--- src/rtl/icache_fill_responder_pkg.sv ---
// Shared types and line geometry for the icache fill responder.
// The request record is sized from the package geometry constants below.
package taiga_types;

  localparam int unsigned FILL_LINE_WORDS = 4;
  localparam int unsigned FILL_SUB_ID_W   = 2;
  localparam int unsigned FILL_IDX_W      = $clog2(FILL_LINE_WORDS);
  localparam int unsigned FILL_CNT_W      = FILL_IDX_W + 1;
  localparam int unsigned FILL_BASE_W     = 30 - FILL_IDX_W;

  typedef enum logic [1:0] {
    IDLE,
    ISSUE,
    DRAIN
  } fill_state_t;

  typedef struct packed {
    logic [FILL_BASE_W-1:0]   base;
    logic [FILL_IDX_W-1:0]    start_idx;
    logic [FILL_CNT_W-1:0]    count;
    logic [FILL_SUB_ID_W-1:0] sub_id;
  } fill_req_t;

  // Word count is req_size+1, clamped to one full line.
  function automatic logic [FILL_CNT_W-1:0] fill_count(input logic [4:0] size);
    if (32'(size) >= FILL_LINE_WORDS) return FILL_CNT_W'(FILL_LINE_WORDS);
    return FILL_CNT_W'(32'(size) + 32'd1);
  endfunction

endpackage

--- src/rtl/icache_fill_responder_sequencer.sv ---
// Per-request word bookkeeping: issued/returned/outstanding counters,
// wrapping word index within the line, and last-issue/last-return flags.
module fill_word_sequencer
  import taiga_types::*;
#(
  parameter int unsigned MAX_OUTSTANDING = 4
) (
  input  logic                  clk,
  input  logic                  rst_n,
  input  logic                  start,
  input  logic [FILL_IDX_W-1:0] start_idx,
  input  logic [FILL_CNT_W-1:0] count,
  input  logic                  issue,
  input  logic                  ret,
  output logic [FILL_IDX_W-1:0] word_idx,
  output logic                  can_issue,
  output logic                  last_issue,
  output logic                  last_return
);

  localparam logic [FILL_CNT_W-1:0] CNT_ONE = FILL_CNT_W'(1);

  logic [FILL_CNT_W-1:0] issued;
  logic [FILL_CNT_W-1:0] returned;
  logic [FILL_CNT_W-1:0] outstanding;

  always_ff @(posedge clk or negedge rst_n) begin
    if (!rst_n) begin
      issued      <= '0;
      returned    <= '0;
      outstanding <= '0;
    end else if (start) begin
      issued      <= '0;
      returned    <= '0;
      outstanding <= '0;
    end else begin
      if (issue) issued <= issued + CNT_ONE;
      if (ret) returned <= returned + CNT_ONE;
      if (issue && !ret) outstanding <= outstanding + CNT_ONE;
      else if (!issue && ret) outstanding <= outstanding - CNT_ONE;
    end
  end

  // Index arithmetic truncates to the offset width, so it wraps inside the line.
  assign word_idx    = start_idx + issued[FILL_IDX_W-1:0];
  assign can_issue   = 32'(outstanding) < MAX_OUTSTANDING;
  assign last_issue  = (issued == count - CNT_ONE);
  assign last_return = (returned == count - CNT_ONE);

endmodule

--- src/rtl/icache_fill_responder.sv ---
// Memory-side responder for L1 instruction fills: splits requests into word
// reads and returns data in order. Optional: ICACHE_FILL_CRITICAL_WORD_FIRST_EN.
module icache_fill_responder
  import taiga_types::*;
#(
  parameter int unsigned LINE_WORDS      = FILL_LINE_WORDS,
  parameter int unsigned SUB_ID_W        = FILL_SUB_ID_W,
  parameter int unsigned MAX_OUTSTANDING = 4
) (
  input  logic                clk,
  input  logic                rst_n,
  input  logic                req_valid,
  output logic                req_ready,
  input  logic [31:0]         req_addr,
  input  logic [4:0]          req_size,
  input  logic [SUB_ID_W-1:0] req_sub_id,
  output logic                mem_rd_req,
  output logic [31:0]         mem_rd_addr,
  input  logic                mem_rd_ack,
  input  logic                mem_rd_data_valid,
  input  logic [31:0]         mem_rd_data,
  output logic                rsp_data_valid,
  output logic [31:0]         rsp_data,
  output logic [SUB_ID_W-1:0] rsp_sub_id,
  output logic                busy
);

  if (LINE_WORDS != FILL_LINE_WORDS || SUB_ID_W != FILL_SUB_ID_W) begin : g_geom_check
    $error("icache_fill_responder: LINE_WORDS/SUB_ID_W must match taiga_types geometry");
  end

  fill_state_t           state, state_next;
  fill_req_t             req;
  logic                  accept, issue, ret;
  logic                  can_issue, last_issue, last_return;
  logic [FILL_IDX_W-1:0] word_idx, req_start;
  logic                  unused_addr;

`ifdef ICACHE_FILL_CRITICAL_WORD_FIRST_EN
  assign req_start = req_addr[1+FILL_IDX_W:2];
`else
  assign req_start = '0;
`endif
  assign unused_addr = ^req_addr[1+FILL_IDX_W:0];

  assign accept = (state == IDLE) && req_valid;
  assign issue  = mem_rd_req && mem_rd_ack;
  assign ret    = (state != IDLE) && mem_rd_data_valid;

  always_ff @(posedge clk or negedge rst_n) begin
    if (!rst_n) begin
      state <= IDLE;
      req   <= '0;
    end else begin
      state <= state_next;
      if (accept) begin
        req.base      <= req_addr[31:2+FILL_IDX_W];
        req.start_idx <= req_start;
        req.count     <= fill_count(req_size);
        req.sub_id    <= req_sub_id;
      end
    end
  end

  always_comb begin
    state_next = state;
    req_ready  = 1'b0;
    mem_rd_req = 1'b0;
    unique case (state)
      IDLE: begin
        req_ready = 1'b1;
        if (req_valid) state_next = ISSUE;
      end
      ISSUE: begin
        mem_rd_req = can_issue;
        if (can_issue && mem_rd_ack && last_issue)
          state_next = (ret && last_return) ? IDLE : DRAIN;
      end
      DRAIN: begin
        if (ret && last_return) state_next = IDLE;
      end
      default: state_next = IDLE;
    endcase
  end

  fill_word_sequencer #(
    .MAX_OUTSTANDING(MAX_OUTSTANDING)
  ) u_seq (
    .clk        (clk),
    .rst_n      (rst_n),
    .start      (accept),
    .start_idx  (req.start_idx),
    .count      (req.count),
    .issue      (issue),
    .ret        (ret),
    .word_idx   (word_idx),
    .can_issue  (can_issue),
    .last_issue (last_issue),
    .last_return(last_return)
  );

  always_ff @(posedge clk or negedge rst_n) begin
    if (!rst_n) begin
      rsp_data_valid <= 1'b0;
      rsp_data       <= '0;
    end else begin
      rsp_data_valid <= ret;
      if (ret) rsp_data <= mem_rd_data;
    end
  end

  assign mem_rd_addr = {req.base, word_idx, 2'b00};
  assign rsp_sub_id  = req.sub_id;
  assign busy        = (state != IDLE) || rsp_data_valid;

  // Returns arriving while idle (e.g. for reads issued before a reset) are dropped.
  always_ff @(posedge clk) begin
    if (rst_n) begin
      assert (!(state == IDLE && mem_rd_data_valid))
        else $warning("icache_fill_responder: memory return while idle dropped");
    end
  end

endmodule
--- config.mk ---
export PLATFORM = sky130hd
export DESIGN_NAME = icache_fill_responder
export DESIGN_NICKNAME = d
export VERILOG_FILES = /design/src/rtl/icache_fill_responder_pkg.sv /design/src/rtl/icache_fill_responder_sequencer.sv /design/src/rtl/icache_fill_responder.sv
export SDC_FILE = /design/constraint.sdc
export NUM_CORES = 1
export LEC_CHECK = 0
export ABC_AREA = 1
export ABC_CLOCK_PERIOD_IN_PS = 3050
export CORE_MARGIN = 5
export CORE_UTILIZATION = 47
export DETAILED_ROUTE_END_ITERATION = 12
export PLACE_DENSITY = 0.95
export SETUP_SLACK_MARGIN = 0.05
export SYNTH_ARGS = -nofsm -noshare
export SYNTH_HDL_FRONTEND = slang
export SYNTH_SLANG_ARGS = --single-unit
export TNS_END_PERCENT = 5
--- constraint.sdc ---
create_clock -name clk -period 3.05 [get_ports clk]
set_input_delay 0.915 -clock clk [delete_from_list [all_inputs] [get_ports clk]]
set_output_delay 0.915 -clock clk [all_outputs]
set_load 0.01 [all_outputs]
==> results.py, run 1 <==
metrics = {
    "route": {
        "avgViaCountPerCell": 4.58,
        "vias": 2883,
        "drt-initial-drc-count": 103,
        "routed_wl_mm": 8.42,
        "dr.pass1.iters": 4,
        "detail-route-antenna-nets": 0,
        "drc": 0,
        "wl_per_cell_um": 13.4,
    },
    "pwr": {
        "power_density_nw_per_um2": 918,
        "ir_worst_vdd_mv": 0.488,
        "power_leakage_uw": 0.00247,
    },
    "timing": {
        "fin_crit_sh_pct": 82.4,
        "final_max_slew_viol_count": 0,
        "finalHoldViolCount": 0,
        "fin_skew_ns": 0.00601,
        "setup_tns_ns": 0,
        "slew_headroom_pct": 35.8,
        "layout_min_cycle_time_ns": 2.51,
        "fmax_mhz": 398,
        "worst_pin_slew_ns": 0.961,
        "finalSetupViolations": 0,
        "worst_slack_ns": 0.536,
        "rsz0062_at_grt": "false",
    },
    "worst_hold_path": {
        "min_to": "rsp_data[5]",
        "min_delay_path_depth": 2,
        "min_from": "rsp_data[5]",
        "min_path_type": "reg -> reg",
    },
    "global_routing": {
        "first_global_vias": 2941,
        "grt_usage_pct": 18.4,
        "grt_max_degree": 78,
        "grt_overflow": 0,
        "grt_pass1_wl_mm": 14.0,
        "antenna_found_initial": 0,
    },
    "die": {
        "start_util_pct": 48.7,
        "die_h_um": 97.2,
        "die_w_um": 97.2,
        "core.rowCount": 31,
        "io_pins": 146,
        "core_area_um2": 7330,
        "fp.dieArea_um2": 9440,
    },
    "layout": {
        "n_fill_cell": 542,
        "layout-drive-gt1-share_pct": 5.65,
        "nNetsFinal": 608,
        "area.growth.synth_to_final_pct": 38.2,
        "design_area_um2": 4930,
        "num_antenna_cells": 0,
        "layout.cells.non_filler": 630,
    },
    "cts": {
        "htreeDepth": 3,
        "clk_pin_slew_ns": 0.07,
        "cts_resized": 0,
        "clock_latency_ns": 0.33,
        "cts-root-buf": "clkbuf_8",
        "cts_hold_buf": 0,
        "cts.sinks": 77,
        "clockBufferDepth": 2,
        "cts_setup_buffers": 0,
        "cts_made_buffers": 9,
        "cts_tree": "yes",
    },
    "critical_path": {
        "arrival_ns": 1.60,
        "crit_fanout": 5,
        "r2r_end": "rsp_data[0]",
        "setup.worst_path.class": "reg -> out",
        "reg2reg_depth": 5,
        "rrSetupSlack_ns": 1.25,
        "cp-end-kind": "primary output",
        "crit_required_ns": 2.13,
        "critPathLaunchType": "flop",
        "rr_startpoint": "state[0]",
    },
    "synthesis": {
        "ys_ff_latch": 77,
        "ys_warn_count": 0,
        "synthCells": 420,
        "syn_area_um2": 3570,
        "synth.avg_cell_area_um2": 8.50,
        "ys_seq_area_share_pct": 54.0,
        "ys_types": 26,
    },
    "placement": {
        "port_buffers": 139,
        "dp_cells": 614,
        "dp_hpwl_mm": 6.27,
        "dp_slack_ns": 0.458,
        "placed_cell_area_um2": 4730,
        "place.gp.congestion": 0.815,
    },
    "status": {
        "status": "completed",
    },
    "flow_run": {
        "cap_viol_max_count": 0,
    },
}
[sequential cells by signal, summed over array words and instances, names as in the netlist]
register           cells
rsp_data              32
u_seq.outstanding      3
state                  2
rsp_data_valid         1
u_seq.returned         3
rsp_sub_id             2
mem_rd_addr           28
u_seq.issued           3
req                    3
[worst max-delay path by stage]
stage	start	cells after the start	end	slack (ns)
after floorplan	mem_rd_ack	8	u_seq.outstanding[2]	1.12
after global placement	mem_rd_data_valid	5	u_seq.returned[0]	0.51
after detailed placement	mem_rd_data_valid	6	rsp_data[0]	0.46
after CTS	state[0]	2	req_ready	0.51
after global routing	state[0]	3	busy	0.46
final	state[0]	2	req_ready	0.54
[power breakdown]
group	internal, uW	switching, uW
clock network	457	341
logic	1050	974
registers	1450	262
[layer usage]
layer | vias to the layer above | part of all wire (%) | track usage, %
met1 | 1310 | 40 | 21.0
met5 | - | 0 | 0
li1 | 1439 | - | -
met3 | 13 | 12 | 9.40
met2 | 121 | 46 | 29.0
met4 | 0 | 2.1 | 8.10
[cells by family (layout without fill, tap and decap cells)]
| family | Yosys count | count (layout) | synth area share, % |
|---|---|---|---|
| and+or+nand+nor | 250 | 250 | 27.9 |
| AOI/OAI and AO/OA | 14 | 14 | 2.21 |
| DFF | 77 | 77 | 54.0 |
| other | 1 | 2 | 0.105 |
| adders and majority gates | 6 | 6 | 2.31 |
| xor gates and xnor gates | 2 | 2 | 0.491 |
| buffers and inverters | 70 | 180 | 13.0 |
[layout by cell type (no fill, tap or decap), types with 4 or more instances in the layout]
cell type / count
clkbuf_8: 9
nand2_2: 6
nand2_1: 216
ha_1: 5
dfrtp_1: 77
clkdlybuf4s50_1: 138
o21ai_0: 4
buf_4: 4
nand3_1: 5
inv_1: 20
a21oi_1: 5
nor2_1: 15
[cell usage after synthesis (all sizes together)]
cell    instances  area [um^2]
nor3            1         5.00
nand4           1         6.26
nor2           19         96.3
clkbuf          1         3.75
a21oi           5         25.0
conb            1         3.75
o21ai           6         30.0
nand3b          1         7.51
dfrtp          77         1930
o21a            2         15.0
nand2         222          848
ha              5         62.6
xor2            1         8.76
or3             1         6.26
a22o            1         8.76
inv            22         82.6
xnor2           1         8.76
buf            47          379
nand3           5         25.0
fa              1         20.0
[per-stage QoR]
| stage | power [uW] | hold WS (ns) | util (%) |
|---|---|---|---|
| final | 4530 | 0.475 | 67.3 |
| after global routing | 4870 | 0.496 | 67.3 |
| after CTS | 4590 | 0.478 | 67.3 |
| after detailed placement | 3760 | 0.460 | 64.5 |
| after global placement | 3660 | 0.451 | 64.5 |
| after floorplan | 2960 | 0.439 | - |
[critical path, stage by stage, from the launching register on]
cell and delay, ns:
dfrtp_1 0.43, nor2_4 0.24, clkdlybuf4s50_1 0.60
[cell type report]
cell class	instances	area, um^2	area share (%)
Sequential cell	77	1930	39.1
Clock inverter	5	75.1	1.52
Inverter	22	82.6	1.67
Clock buffer	11	131	2.66
Multi-Input combinational cell	274	1180	23.9
Tap cell	99	124	2.51
Timing Repair Buffer	142	1410	28.6
(Power assumes the default switching activity.)
==> run 2: changes to the inputs <==
Settings changed: ABC_CLOCK_PERIOD_IN_PS 3050 to 2260, CORE_UTILIZATION 47 to 39, PLACE_DENSITY 0.95 to 0.88.
Clock period 3.05 ns to 2.26 ns, I/O delays scaled along.
==> run 2 against run 1 <==
Hold slack lost 0.18 ns; largest cell class unchanged; combinational power grew 36%; final cell count grew 2.9%.
==> results.py, run 2 (same netlist as run 1, synthesis figures left out) <==
metrics = {
    "layout": {
        "num_antenna_cells": 0,
        "layout.cells.non_filler": 648,
        "regMostFlops": "rsp_data",
        "layout_commonest_cell": "nand2_1",
        "layout_common_cells": "nand2_1, clkdlybuf4s50_1, dfrtp_1, inv_1, nor2_1",
        "seq_area_um2": 1930,
        "area.growth.synth_to_final_pct": 40.5,
        "largest_reg_flops": 32,
        "n_fill_cell": 799,
        "multi_input_area_um2": 1180,
        "nNetsFinal": 614,
        "layout-drive-gt1-share_pct": 7.08,
    },
    "timing": {
        "rsz0062_at_grt": "true",
        "final_max_slew_viol_count": 0,
        "fin_crit_sh_pct": 95.7,
        "layout_min_cycle_time_ns": 2.16,
        "fmax_mhz": 462,
        "fin_skew_ns": 0.00775,
        "finalSetupViolations": 0,
        "finalHoldViolCount": 0,
        "setup_tns_ns": 0,
    },
    "pwr": {
        "ir_worst_vdd_mv": 0.554,
        "switching_share_pct": 35.0,
        "netSwitchingPower_uw": 2160,
        "p_int_uw": 4010,
        "pwr-share-clk_pct": 18.2,
        "p_seq_share_pct": 37.4,
        "pwr-share-comb_pct": 44.4,
        "power_leakage_uw": 0.00252,
        "power_density_nw_per_um2": 1230,
    },
    "cts": {
        "clock_latency_ns": 0.34,
        "cts-root-buf": "clkbuf_8",
        "clockBufferDepth": 2,
        "clk_pin_slew_ns": 0.08,
        "htreeDepth": 3,
        "cts.sinks": 77,
        "cts_made_buffers": 9,
        "cts_tree": "yes",
    },
    "status": {
        "status": "completed",
    },
    "critical_path": {
        "cp-end-kind": "primary output",
        "crit_fanout": 3,
        "arrival_ns": 1.49,
        "critPathLaunchType": "flop",
        "cp_cell_sequence": "nor2_4 -> clkdlybuf4s50_1",
        "cp.buffers_inverters": 1,
        "crit_required_ns": 1.58,
        "slowest_delay_ns": 0.56,
        "setup.worst_path.class": "reg -> out",
        "path_delay_family": "buffers and inverters",
        "crit_slowest_cell": "clkdlybuf4s50_1",
    },
    "route": {
        "drc": 0,
        "routed_wl_mm": 8.43,
        "avgViaCountPerCell": 4.43,
        "detail-route-antenna-nets": 0,
        "dr.pass1.iters": 5,
        "vias": 2870,
        "wl_per_cell_um": 13.0,
        "drt-initial-drc-count": 65,
    },
    "global_routing": {
        "antenna_found_initial": 0,
        "first_global_vias": 2915,
        "grt_max_degree": 44,
        "grt_pass1_wl_mm": 14.1,
        "grt_overflow": 0,
        "grt_usage_pct": 15.6,
    },
    "placement": {
        "place.gp.congestion": 0.771,
        "dp_hpwl_mm": 6.33,
        "dp_cells": 631,
        "port_buffers": 139,
    },
    "die": {
        "die_h_um": 106,
        "fp.dieArea_um2": 11200,
        "die_w_um": 106,
        "core_area_um2": 9060,
        "core.rowCount": 35,
        "io_pins": 146,
        "start_util_pct": 39.4,
    },
    "worst_hold_path": {
        "min_path_type": "in -> async",
    },
    "flow_run": {
        "cap_viol_max_count": 0,
    },
}
run 2: changes by cell type in the layout (fill, tap and decap cells not counted):
cell,delta
buf_12,+1
clkinvlp_4,+2
clkbuf_1,-2
buf_4,+5
clkdlybuf4s50_1,-1
dlymetal6s2s_1,+1
run 2: routing by layer:
layer | track usage [%] | routed length, um | share of wire (%) | vias up
met5 | 0 | 0 | 0 | -
met4 | 4.72 | 106 | 1.3 | 0
met3 | 6.49 | 828 | 9.8 | 9
met2 | 25.3 | 3940 | 47 | 103
met1 | 18.9 | 3560 | 42 | 1306
li1 | - | - | - | 1452
run 2: final timing paths:
kind | from | end | slack [ns] | cells past startpoint
setup / recovery | state[1] | req_ready | 0.1 | 2
hold / removal | rst_n | mem_rd_addr[18] | 0.29 | 1
setup reg to reg | u_seq.outstanding[2] | u_seq.outstanding[1] | 0.65 | 9
hold reg to reg | u_seq.outstanding[0] | u_seq.outstanding[0] | 0.46 | 1
max in group asynchronous | rst_n | mem_rd_addr[9] | 1.37 | 2
min in group clk | u_seq.outstanding[0] | u_seq.outstanding[0] | 0.46 | 1
run 2: final cells by class:
| cell class | instances | area share, % |
|---|---|---|
| Sequential cell | 77 | 38.4 |
| Timing Repair Buffer | 148 | 29.3 |
| Multi-Input combinational cell | 274 | 23.6 |
| Tap cell | 111 | 2.77 |
| Clock buffer | 9 | 2.47 |
| Clock inverter | 7 | 1.80 |
| Inverter | 22 | 1.65 |
run 2: metrics by stage:
| stage | hold WS [ns] | utilization, % | cell area, um^2 | worst slack (ns) | power, uW |
|---|---|---|---|---|---|
| after floorplan | 0.382 | - | 3570 | 0.563 | 3990 |
| after global placement | 0.451 | 52.9 | 4790 | 0.0911 | 4970 |
| after global routing | 0.313 | 55.3 | 5010 | 0.0456 | 6650 |
| after detailed placement | 0.458 | 52.9 | 4790 | 0.0483 | 5100 |
| after CTS | 0.288 | 55.3 | 5010 | 0.00133 | 6270 |
| final | 0.291 | 55.3 | 5010 | 0.0961 | 6160 |
run 2: power groups by stage:
stage / clock network [uW] / registers (uW) / logic (uW)
after floorplan: 0 / 2370 / 1620
after global placement: 0 / 2290 / 2680
after detailed placement: 0 / 2330 / 2770
after CTS: 1160 / 2310 / 2800
after global routing: 1220 / 2390 / 3040
final: 1120 / 2310 / 2740
run 2: repair_timing:
action / in CTS / in global routing
hold buffers: 0 / 0
setup buffers: 1 / 0
resized for setup: 0 / 1
pin swaps: 1 / 0
setup endpoints to repair: 3 / 3
hold endpoints to repair: 0 / 0
